### config.mk
export PLATFORM = sky130hd
export DESIGN_NAME = unidade_controle
export DESIGN_NICKNAME = d
export VERILOG_FILES = /design/src/rtl/controle_pkg.sv /design/src/rtl/unidade_controle_decodificador.sv /design/src/rtl/unidade_controle.sv
export SDC_FILE = /design/constraint.sdc
export NUM_CORES = 1
export LEC_CHECK = 0
export CAP_MARGIN = 20
export CORE_MARGIN = 2
export CORE_UTILIZATION = 39
export DETAILED_ROUTE_END_ITERATION = 10
export PLACE_DENSITY = 0.92
export SLEW_MARGIN = 0
export SYNTH_ARGS = -nofsm -noshare
export SYNTH_HDL_FRONTEND = slang
export SYNTH_SLANG_ARGS = --single-unit
### constraint.sdc
create_clock -name clk -period 4.13 [get_ports clk]
set_clock_uncertainty 0.15 [all_clocks]
set_input_delay 1.0325 -clock clk [delete_from_list [all_inputs] [get_ports clk]]
set_output_delay 1.0325 -clock clk [all_outputs]
set_load 0.02 [all_outputs]
### src/rtl/controle_pkg.sv
`default_nettype none
// +----------------------------------------------------------------------+
// | controle_pkg: shared states, classes and datapath select constants   |
// | Rev 1.0                                                              |
// +----------------------------------------------------------------------+
package controle_pkg;

  typedef enum logic [4:0] {
    ST_RESET  = 5'd0,
    ST_FETCH  = 5'd1,
    ST_DECODE = 5'd2,
    ST_EXEC_R = 5'd3,
    ST_EXEC_I = 5'd4,
    ST_ALU_WB = 5'd5,
    ST_ADDR   = 5'd6,
    ST_LD_MEM = 5'd7,
    ST_LD_WB  = 5'd8,
    ST_SD_MEM = 5'd9,
    ST_BRANCH = 5'd10,
    ST_LUI_WB = 5'd11,
    ST_JAL    = 5'd12,
    ST_HALT   = 5'd13,
    ST_ERROR  = 5'd31
  } state_t;

  typedef enum logic [3:0] {
    CL_R, CL_I, CL_LD, CL_SD, CL_BR, CL_LUI, CL_JAL, CL_SYS, CL_ILL
  } iclass_t;

  localparam logic [2:0] ALU_ADD = 3'b001;
  localparam logic [2:0] ALU_SUB = 3'b010;

  localparam logic [1:0] SRCA_PC    = 2'd0;
  localparam logic [1:0] SRCA_REGA  = 2'd1;
  localparam logic [1:0] SRCA_PCOLD = 2'd2;
  localparam logic [1:0] SRCA_ZERO  = 2'd3;

  localparam logic [1:0] SRCB_REGB = 2'd0;
  localparam logic [1:0] SRCB_FOUR = 2'd1;
  localparam logic [1:0] SRCB_IMM  = 2'd2;

  localparam logic [1:0] WB_ALUOUT = 2'd0;
  localparam logic [1:0] WB_MDR    = 2'd1;
  localparam logic [1:0] WB_IMM    = 2'd2;
  localparam logic [1:0] WB_PC     = 2'd3;

  localparam logic [2:0] IMM_I  = 3'd0;
  localparam logic [2:0] IMM_S  = 3'd1;
  localparam logic [2:0] IMM_SB = 3'd2;
  localparam logic [2:0] IMM_U  = 3'd3;
  localparam logic [2:0] IMM_UJ = 3'd4;

  localparam logic [6:0] OP_R      = 7'b0110011;
  localparam logic [6:0] OP_IMM    = 7'b0010011;
  localparam logic [6:0] OP_LOAD   = 7'b0000011;
  localparam logic [6:0] OP_STORE  = 7'b0100011;
  localparam logic [6:0] OP_BRANCH = 7'b1100011;
  localparam logic [6:0] OP_LUI    = 7'b0110111;
  localparam logic [6:0] OP_JAL    = 7'b1101111;
  localparam logic [6:0] OP_SYSTEM = 7'b1110011;

  localparam logic [6:0] F7_BASE = 7'b0000000;
  localparam logic [6:0] F7_ALT  = 7'b0100000;

endpackage
`default_nettype wire

### src/rtl/unidade_controle_decodificador.sv
`default_nettype none
// +----------------------------------------------------------------------+
// | decodificador_instr: opcode/funct fields -> class, legality, imm_type |
// | Rev 1.0                                                              |
// +----------------------------------------------------------------------+
module decodificador_instr
  import controle_pkg::*;
(
  input  logic [6:0] opcode,
  input  logic [2:0] funct3,
  input  logic [6:0] funct7,
  output logic [3:0] iclass,
  output logic       legal,
  output logic [2:0] imm_type
);

  always_comb begin
    iclass   = CL_ILL;
    legal    = 1'b0;
    imm_type = IMM_I;
    case (opcode)
      OP_R: begin
        iclass = CL_R;
        legal  = (funct7 == F7_BASE) || (funct7 == F7_ALT);
      end
      OP_IMM: begin
        iclass = CL_I;
        legal  = (funct3 == 3'b000);
      end
      OP_LOAD: begin
        iclass = CL_LD;
        legal  = (funct3 == 3'b011);
      end
      OP_STORE: begin
        iclass   = CL_SD;
        legal    = (funct3 == 3'b011);
        imm_type = IMM_S;
      end
      OP_BRANCH: begin
        iclass   = CL_BR;
        legal    = (funct3 == 3'b000) || (funct3 == 3'b001);
        imm_type = IMM_SB;
      end
      OP_LUI: begin
        iclass   = CL_LUI;
        legal    = 1'b1;
        imm_type = IMM_U;
      end
      OP_JAL: begin
        iclass   = CL_JAL;
        legal    = 1'b1;
        imm_type = IMM_UJ;
      end
      OP_SYSTEM: begin
        iclass = CL_SYS;
        legal  = 1'b1;
      end
      default: ;
    endcase
  end

endmodule
`default_nettype wire

### src/rtl/unidade_controle.sv
`default_nettype none
// +----------------------------------------------------------------------+
// | unidade_controle: multicycle RV64I control FSM with memory wait count |
// | Rev 1.0                                                              |
// +----------------------------------------------------------------------+
module unidade_controle
  import controle_pkg::*;
#(
  parameter int MEM_LAT = 1
)
(
  input  logic        clk,
  input  logic        reset,
  input  logic [31:0] instr,
  input  logic        zero,
  output logic [4:0]  state_out,
  output logic        pc_write,
  output logic        ir_write,
  output logic        reg_write,
  output logic        ab_load,
  output logic        alu_out_load,
  output logic        mdr_load,
  output logic        dmem_read,
  output logic        dmem_write,
  output logic [1:0]  alu_src_a,
  output logic [1:0]  alu_src_b,
  output logic [2:0]  alu_op,
  output logic [1:0]  wb_sel,
  output logic        pc_src,
  output logic [2:0]  imm_type,
  output logic        halted,
  output logic        error
);

  localparam logic [2:0] LAST_CNT = 3'(MEM_LAT - 1);

  state_t     r_state;
  logic [2:0] r_cnt;
  logic [3:0] w_cls;
  logic       w_legal;
  logic       w_last;
  logic       w_mem_state;
  logic       w_taken;
  logic       w_unused;

  decodificador_instr u_dec (
    .opcode   (instr[6:0]),
    .funct3   (instr[14:12]),
    .funct7   (instr[31:25]),
    .iclass   (w_cls),
    .legal    (w_legal),
    .imm_type (imm_type)
  );

  assign w_unused    = ^{instr[24:15], instr[11:7]};
  assign w_last      = (r_cnt == LAST_CNT);
  assign w_mem_state = (r_state == ST_FETCH) || (r_state == ST_LD_MEM) || (r_state == ST_SD_MEM);
  assign w_taken     = ((instr[14:12] == 3'b000) && zero) || ((instr[14:12] == 3'b001) && !zero);
  assign state_out   = r_state;

  always_ff @(posedge clk) begin
    if (reset) begin
      r_state <= ST_RESET;
      r_cnt   <= '0;
    end else begin
      // The counter returns to zero on each exit, so every memory state starts at 0
      r_cnt <= (w_mem_state && !w_last) ? r_cnt + 3'd1 : 3'd0;
      case (r_state)
        ST_RESET:  r_state <= ST_FETCH;
        ST_FETCH:  if (w_last) r_state <= ST_DECODE;
        ST_DECODE: begin
          case (w_cls)
            CL_R:         r_state <= ST_EXEC_R;
            CL_I:         r_state <= w_legal ? ST_EXEC_I : ST_ERROR;
            CL_LD, CL_SD: r_state <= w_legal ? ST_ADDR : ST_ERROR;
            CL_BR:        r_state <= w_legal ? ST_BRANCH : ST_ERROR;
            CL_LUI:       r_state <= ST_LUI_WB;
            CL_JAL:       r_state <= ST_JAL;
            CL_SYS:       r_state <= ST_HALT;
            default:      r_state <= ST_ERROR;
          endcase
        end
        ST_EXEC_R: r_state <= w_legal ? ST_ALU_WB : ST_ERROR;
        ST_EXEC_I: r_state <= ST_ALU_WB;
        ST_ADDR:   r_state <= (w_cls == CL_LD) ? ST_LD_MEM : ST_SD_MEM;
        ST_LD_MEM: if (w_last) r_state <= ST_LD_WB;
        ST_SD_MEM: if (w_last) r_state <= ST_FETCH;
        ST_ALU_WB, ST_LD_WB, ST_BRANCH, ST_LUI_WB, ST_JAL: r_state <= ST_FETCH;
        ST_HALT:   r_state <= ST_HALT;
        ST_ERROR:  r_state <= ST_ERROR;
        default:   r_state <= ST_ERROR;
      endcase
    end
  end

  always_comb begin
    pc_write     = 1'b0;
    ir_write     = 1'b0;
    reg_write    = 1'b0;
    ab_load      = 1'b0;
    alu_out_load = 1'b0;
    mdr_load     = 1'b0;
    dmem_read    = 1'b0;
    dmem_write   = 1'b0;
    alu_src_a    = SRCA_PC;
    alu_src_b    = SRCB_REGB;
    alu_op       = 3'b000;
    wb_sel       = WB_ALUOUT;
    pc_src       = 1'b0;
    halted       = (r_state == ST_HALT);
    error        = (r_state == ST_ERROR);
    case (r_state)
      ST_FETCH: begin
        if (w_last) begin
          ir_write  = 1'b1;
          pc_write  = 1'b1;
          alu_src_a = SRCA_PC;
          alu_src_b = SRCB_FOUR;
          alu_op    = ALU_ADD;
        end
      end
      ST_DECODE: begin
        ab_load      = 1'b1;
        alu_out_load = 1'b1;
        alu_src_a    = SRCA_PCOLD;
        alu_src_b    = SRCB_IMM;
        alu_op       = ALU_ADD;
      end
      ST_EXEC_R: begin
        alu_src_a    = SRCA_REGA;
        alu_src_b    = SRCB_REGB;
        alu_op       = instr[30] ? ALU_SUB : ALU_ADD;
        alu_out_load = w_legal;
      end
      ST_EXEC_I, ST_ADDR: begin
        alu_src_a    = SRCA_REGA;
        alu_src_b    = SRCB_IMM;
        alu_op       = ALU_ADD;
        alu_out_load = 1'b1;
      end
      ST_ALU_WB: begin
        reg_write = 1'b1;
        wb_sel    = WB_ALUOUT;
      end
      ST_LD_MEM: begin
        dmem_read = 1'b1;
        mdr_load  = w_last;
      end
      ST_LD_WB: begin
        reg_write = 1'b1;
        wb_sel    = WB_MDR;
      end
      ST_SD_MEM: dmem_write = 1'b1;
      ST_BRANCH: begin
        alu_src_a = SRCA_REGA;
        alu_src_b = SRCB_REGB;
        alu_op    = ALU_SUB;
        pc_write  = w_taken;
        pc_src    = w_taken;
      end
      ST_LUI_WB: begin
        reg_write = 1'b1;
        wb_sel    = WB_IMM;
      end
      ST_JAL: begin
        reg_write = 1'b1;
        wb_sel    = WB_PC;
        pc_write  = 1'b1;
        pc_src    = 1'b1;
      end
      default: ;
    endcase
    // Reset must block every datapath side effect, even mid-access
    if (reset) begin
      pc_write     = 1'b0;
      ir_write     = 1'b0;
      reg_write    = 1'b0;
      ab_load      = 1'b0;
      alu_out_load = 1'b0;
      mdr_load     = 1'b0;
      dmem_read    = 1'b0;
      dmem_write   = 1'b0;
    end
  end

endmodule
`default_nettype wire

==> results.md <==
* Filler Cell Count at 194
* Average wire per cell in the routed design at 14.9 um
* Final setup viols at 0
* Max Used Layer: met4
* Effective utilization at floorplan at 40.4%
* HPWL Detailed at 2720 um
* Synth Flop Type: sky130_fd_sc_hd__dfxtp_1
* Power per cell area at 509 mW/mm2
* Total number of nets in the final design at 242
* DRC errors left at 0
* Yosys warning count at 0
* Worst vdd ir at 0.000372 V
* Unrepaired setup endpoints after global routing: no
* Post-synthesis share of cell area spent on full adders, half adders and majority gates at 2.57%
* Crit Path Max Fanout at 3
* Post-synth cell types at 45
* Path depth of the worst reg2reg path at 4
* Placement Rows at 18
* Fraction of the mapped netlist area in simple logic gates at 46.3%
* Dominant combinational cell family by area after synthesis: simple AND/OR/NAND/NOR gates
* Final Hold Vio Count at 0
* Hold EP: r_cnt[0]$_SDFF_PP0_
* Total detailed-routing wirelength at 3480 um
* Number of pins exceeding their max-slew limit in the final report at 0
* Average cell area after synthesis at 6.81 um2
* Area inside the core boundary at 0.00241 mm2
* Data required time of the worst path at 2950 ps
* Clock Path Buffers at 2
* Transition time at the pin with the least slew margin at 668 ps
* Share of post-route cells with drive strength above 1 at 14.8%
* Total GRT Usage at 25.9%
* Post-synth top area cell: sky130_fd_sc_hd__dfxtp_1
* Clock Sinks at 8
* Number of storage elements in the synthesis netlist at 8
* Slew headroom at 54.8%
* Utilization after layout at 67.2%
* Cell area after synthesis at 973 um2
* Status: completed
* Remaining Overflow, GRT at 0
* Worst Hold Launch: r_cnt[0]$_SDFF_PP0_
* Clock root buffer master: sky130_fd_sc_hd__clkbuf_4
* Number of antenna violations at the first check in global routing at 0
* Post-Syn Instances at 143
* Sequential area share after synthesis at 16.5%
* Launching point of the worst reg2reg path: state_out[1]$_SDFFE_PP0P_
* Compound-gate portion of the synthesized area at 21.6%
* Worst hold margin at 314 ps
* Asr flop ratio synth at 0%
* Number of global-route vias before repair at 1274
* Classification of the worst setup path: primary input to output port
* Max Freq at 0.248 GHz
* Sum of internal, switching and leakage power at 0.000824 W
* Clk pin slew, worst setup/hold paths at 50 ps
* Post-route clock period utilization at 97.7%
* Vias at 1372
* RePlAce Congestion at 0.900
* Vias/cell at 5.89
* Initial DRC Count at 75
* Worst-case setup margin in the final layout at 94.4 ps
* Pin count of the biggest net entering global routing at 24
* Width of the die at 54.0 um
* Total Die Area at 0.00291 mm2
* Worst Hold Class: register to register
* First-pass GRT wire length at 5540 um
* Detailed-routing wirelength on met1 at 1360 um
* Number of nets still failing antenna checks after routing at 0
* Slowest stage delay, CP at 540 ps
* Synth Area in XOR/XNOR at 2.70%
* Place WS at -440 ps
* Synthesis-to-finish area growth at 66.5%
* Number of input and output port buffers inserted at 46
* Top-Level Pins at 63
* Post-route design area at 0.00162 mm2
* Cell type of the slowest stage on the worst timing path: sky130_fd_sc_hd__or4b_1
* Syn nets at 180
* Number of synthesized flops with an enable pin at 0
* CTS tree: built
* Worst-Skew Late Latency at 260 ps
* Max Cap Violations at 0
* Count of inserted antenna diode cells at 0
* Met2 Wirelength at 1730 um
* Post-place instance area at 0.00159 mm2
* Worst-path cell chain: clkdlybuf4s50_1, nand2_1, or4b_1, a21o_1, nand3_1, o2bb2ai_1, buf_2
* Number of clock buffers inserted by TritonCTS at 3
* Mux contribution to synthesized area at 2.06%
* Met3 wire length at 248 um
* Sort of element at the start of the critical path: primary input
* Biggest area contributors in the synthesized netlist: sky130_fd_sc_hd__dfxtp_1, sky130_fd_sc_hd__nor2_1, sky130_fd_sc_hd__nor3_1
* Endpoint of the lowest-slack register-to-register path: state_out[0]$_SDFFE_PP0P_
* Lkg Pwr at 0.624 nW
* Crit path DAT at 2850 ps
* Period minus WS final at 4040 ps
* Deepest level of the CTS H-tree at 1
* Kind of end point of the critical path: output port
* Register-to-register path setup slack at 1880 ps
* Hold depth at 1
* Initial DRT Pass Iterations at 4
* Crit path buf inv count at 2
* Share of the synthesized area in the top cell type at 16.5%
* Largest delay contributor family on the critical path: simple AND/OR/NAND/NOR gates
* Die extent in y at 54.0 um
==> report_power, final <==
part / internal [W] / total (W) / switching, W
clock: 0.0000334 / 0.0000616 / 0.0000282
combinational: 0.000275 / 0.000595 / 0.000320
sequential: 0.000100 / 0.000167 / 0.0000673
total: 0.000409 / 0.000824 / 0.000415
==> routing by layer <==
layer / vias to the layer above / GRT usage, %
li1: 658 / -
met3: 14 / 6.67
met1: 621 / 31.3
met4: 0 / 10.3
met2: 79 / 43.3
met5: - / 0
==> cell families (layout without fill, tap and decap cells) <==
logic type                 after synthesis  in the layout
other                                    1              1
adders and majority gates                2              2
DFF                                      8              8
buffers and inverters                   19             79
muxes                                    2              2
AOI/OAI and AO/OA                       30             30
and+or+nand+nor                         78             78
xor gates and xnor gates                 3              3
==> registers in the layout (all words and copies together), names as in the netlist <==
name       flops
r_cnt          3
state_out      5
==> cell usage in the layout, fill, tap and decap left out, drive strengths merged, types with 4 or more instances in the layout <==
master	count
a21oi	5
a31oi	4
buf	23
clkdlybuf4s50	44
dfxtp	8
inv	8
nand2	7
nand2b	4
nand3	5
nand3b	4
nor2	20
nor3	10
nor3b	5
nor4	4
o21ai	4
or3	4
==> synthesized netlist by cell type, types with 3 or more instances <==
library cell                instances
sky130_fd_sc_hd__a31oi_1            4
sky130_fd_sc_hd__o21ai_0            3
sky130_fd_sc_hd__nand2b_1           4
sky130_fd_sc_hd__clkbuf_1           8
sky130_fd_sc_hd__a21oi_1            5
sky130_fd_sc_hd__nor3b_1            5
sky130_fd_sc_hd__nand3_1            5
sky130_fd_sc_hd__dfxtp_1            8
sky130_fd_sc_hd__nor2_1            20
sky130_fd_sc_hd__nor4_1             4
sky130_fd_sc_hd__nor2b_1            3
sky130_fd_sc_hd__a2111oi_0          3
sky130_fd_sc_hd__or3_1              3
sky130_fd_sc_hd__nand2_1            7
sky130_fd_sc_hd__inv_1              8
sky130_fd_sc_hd__nor3_1            10
sky130_fd_sc_hd__o31ai_1            3
sky130_fd_sc_hd__nand3b_1           4
==> per-stage QoR <==
step,TNS [ps],std cells
after floorplan,0,143
after detailed placement,-586,230
after CTS,0,233
final,0,233
after global placement,-427,230
after global routing,0,233
==> worst max path at each step <==
stage	startpoint	endpoint	slack (ps)	cells past startpoint
global placement	instr[5]	alu_out_load	-370	7
floorplan	instr[2]	alu_out_load	640	6
CTS	instr[5]	alu_out_load	20	7
detailed placement	instr[5]	alu_out_load	-440	7
global route	instr[0]	alu_out_load	20	7
finish	instr[0]	alu_out_load	90	7
==> timing repair <==
action,CTS,global route
setup buffers,0,0
hold buffers,0,0
resized for setup,6,1
setup endpoints to repair,2,1
==> layout make-up <==
class | count | area, um2 | share of cell area, %
clock buffers | 3 | 22.5 | 1.39
inverters | 8 | 30.0 | 1.85
flip-flops and latches | 8 | 160 | 9.88
repair buffers | 68 | 619 | 38.2
well taps | 30 | 37.5 | 2.32
multi-input cells | 116 | 751 | 46.3
(Power assumes the default switching activity.)
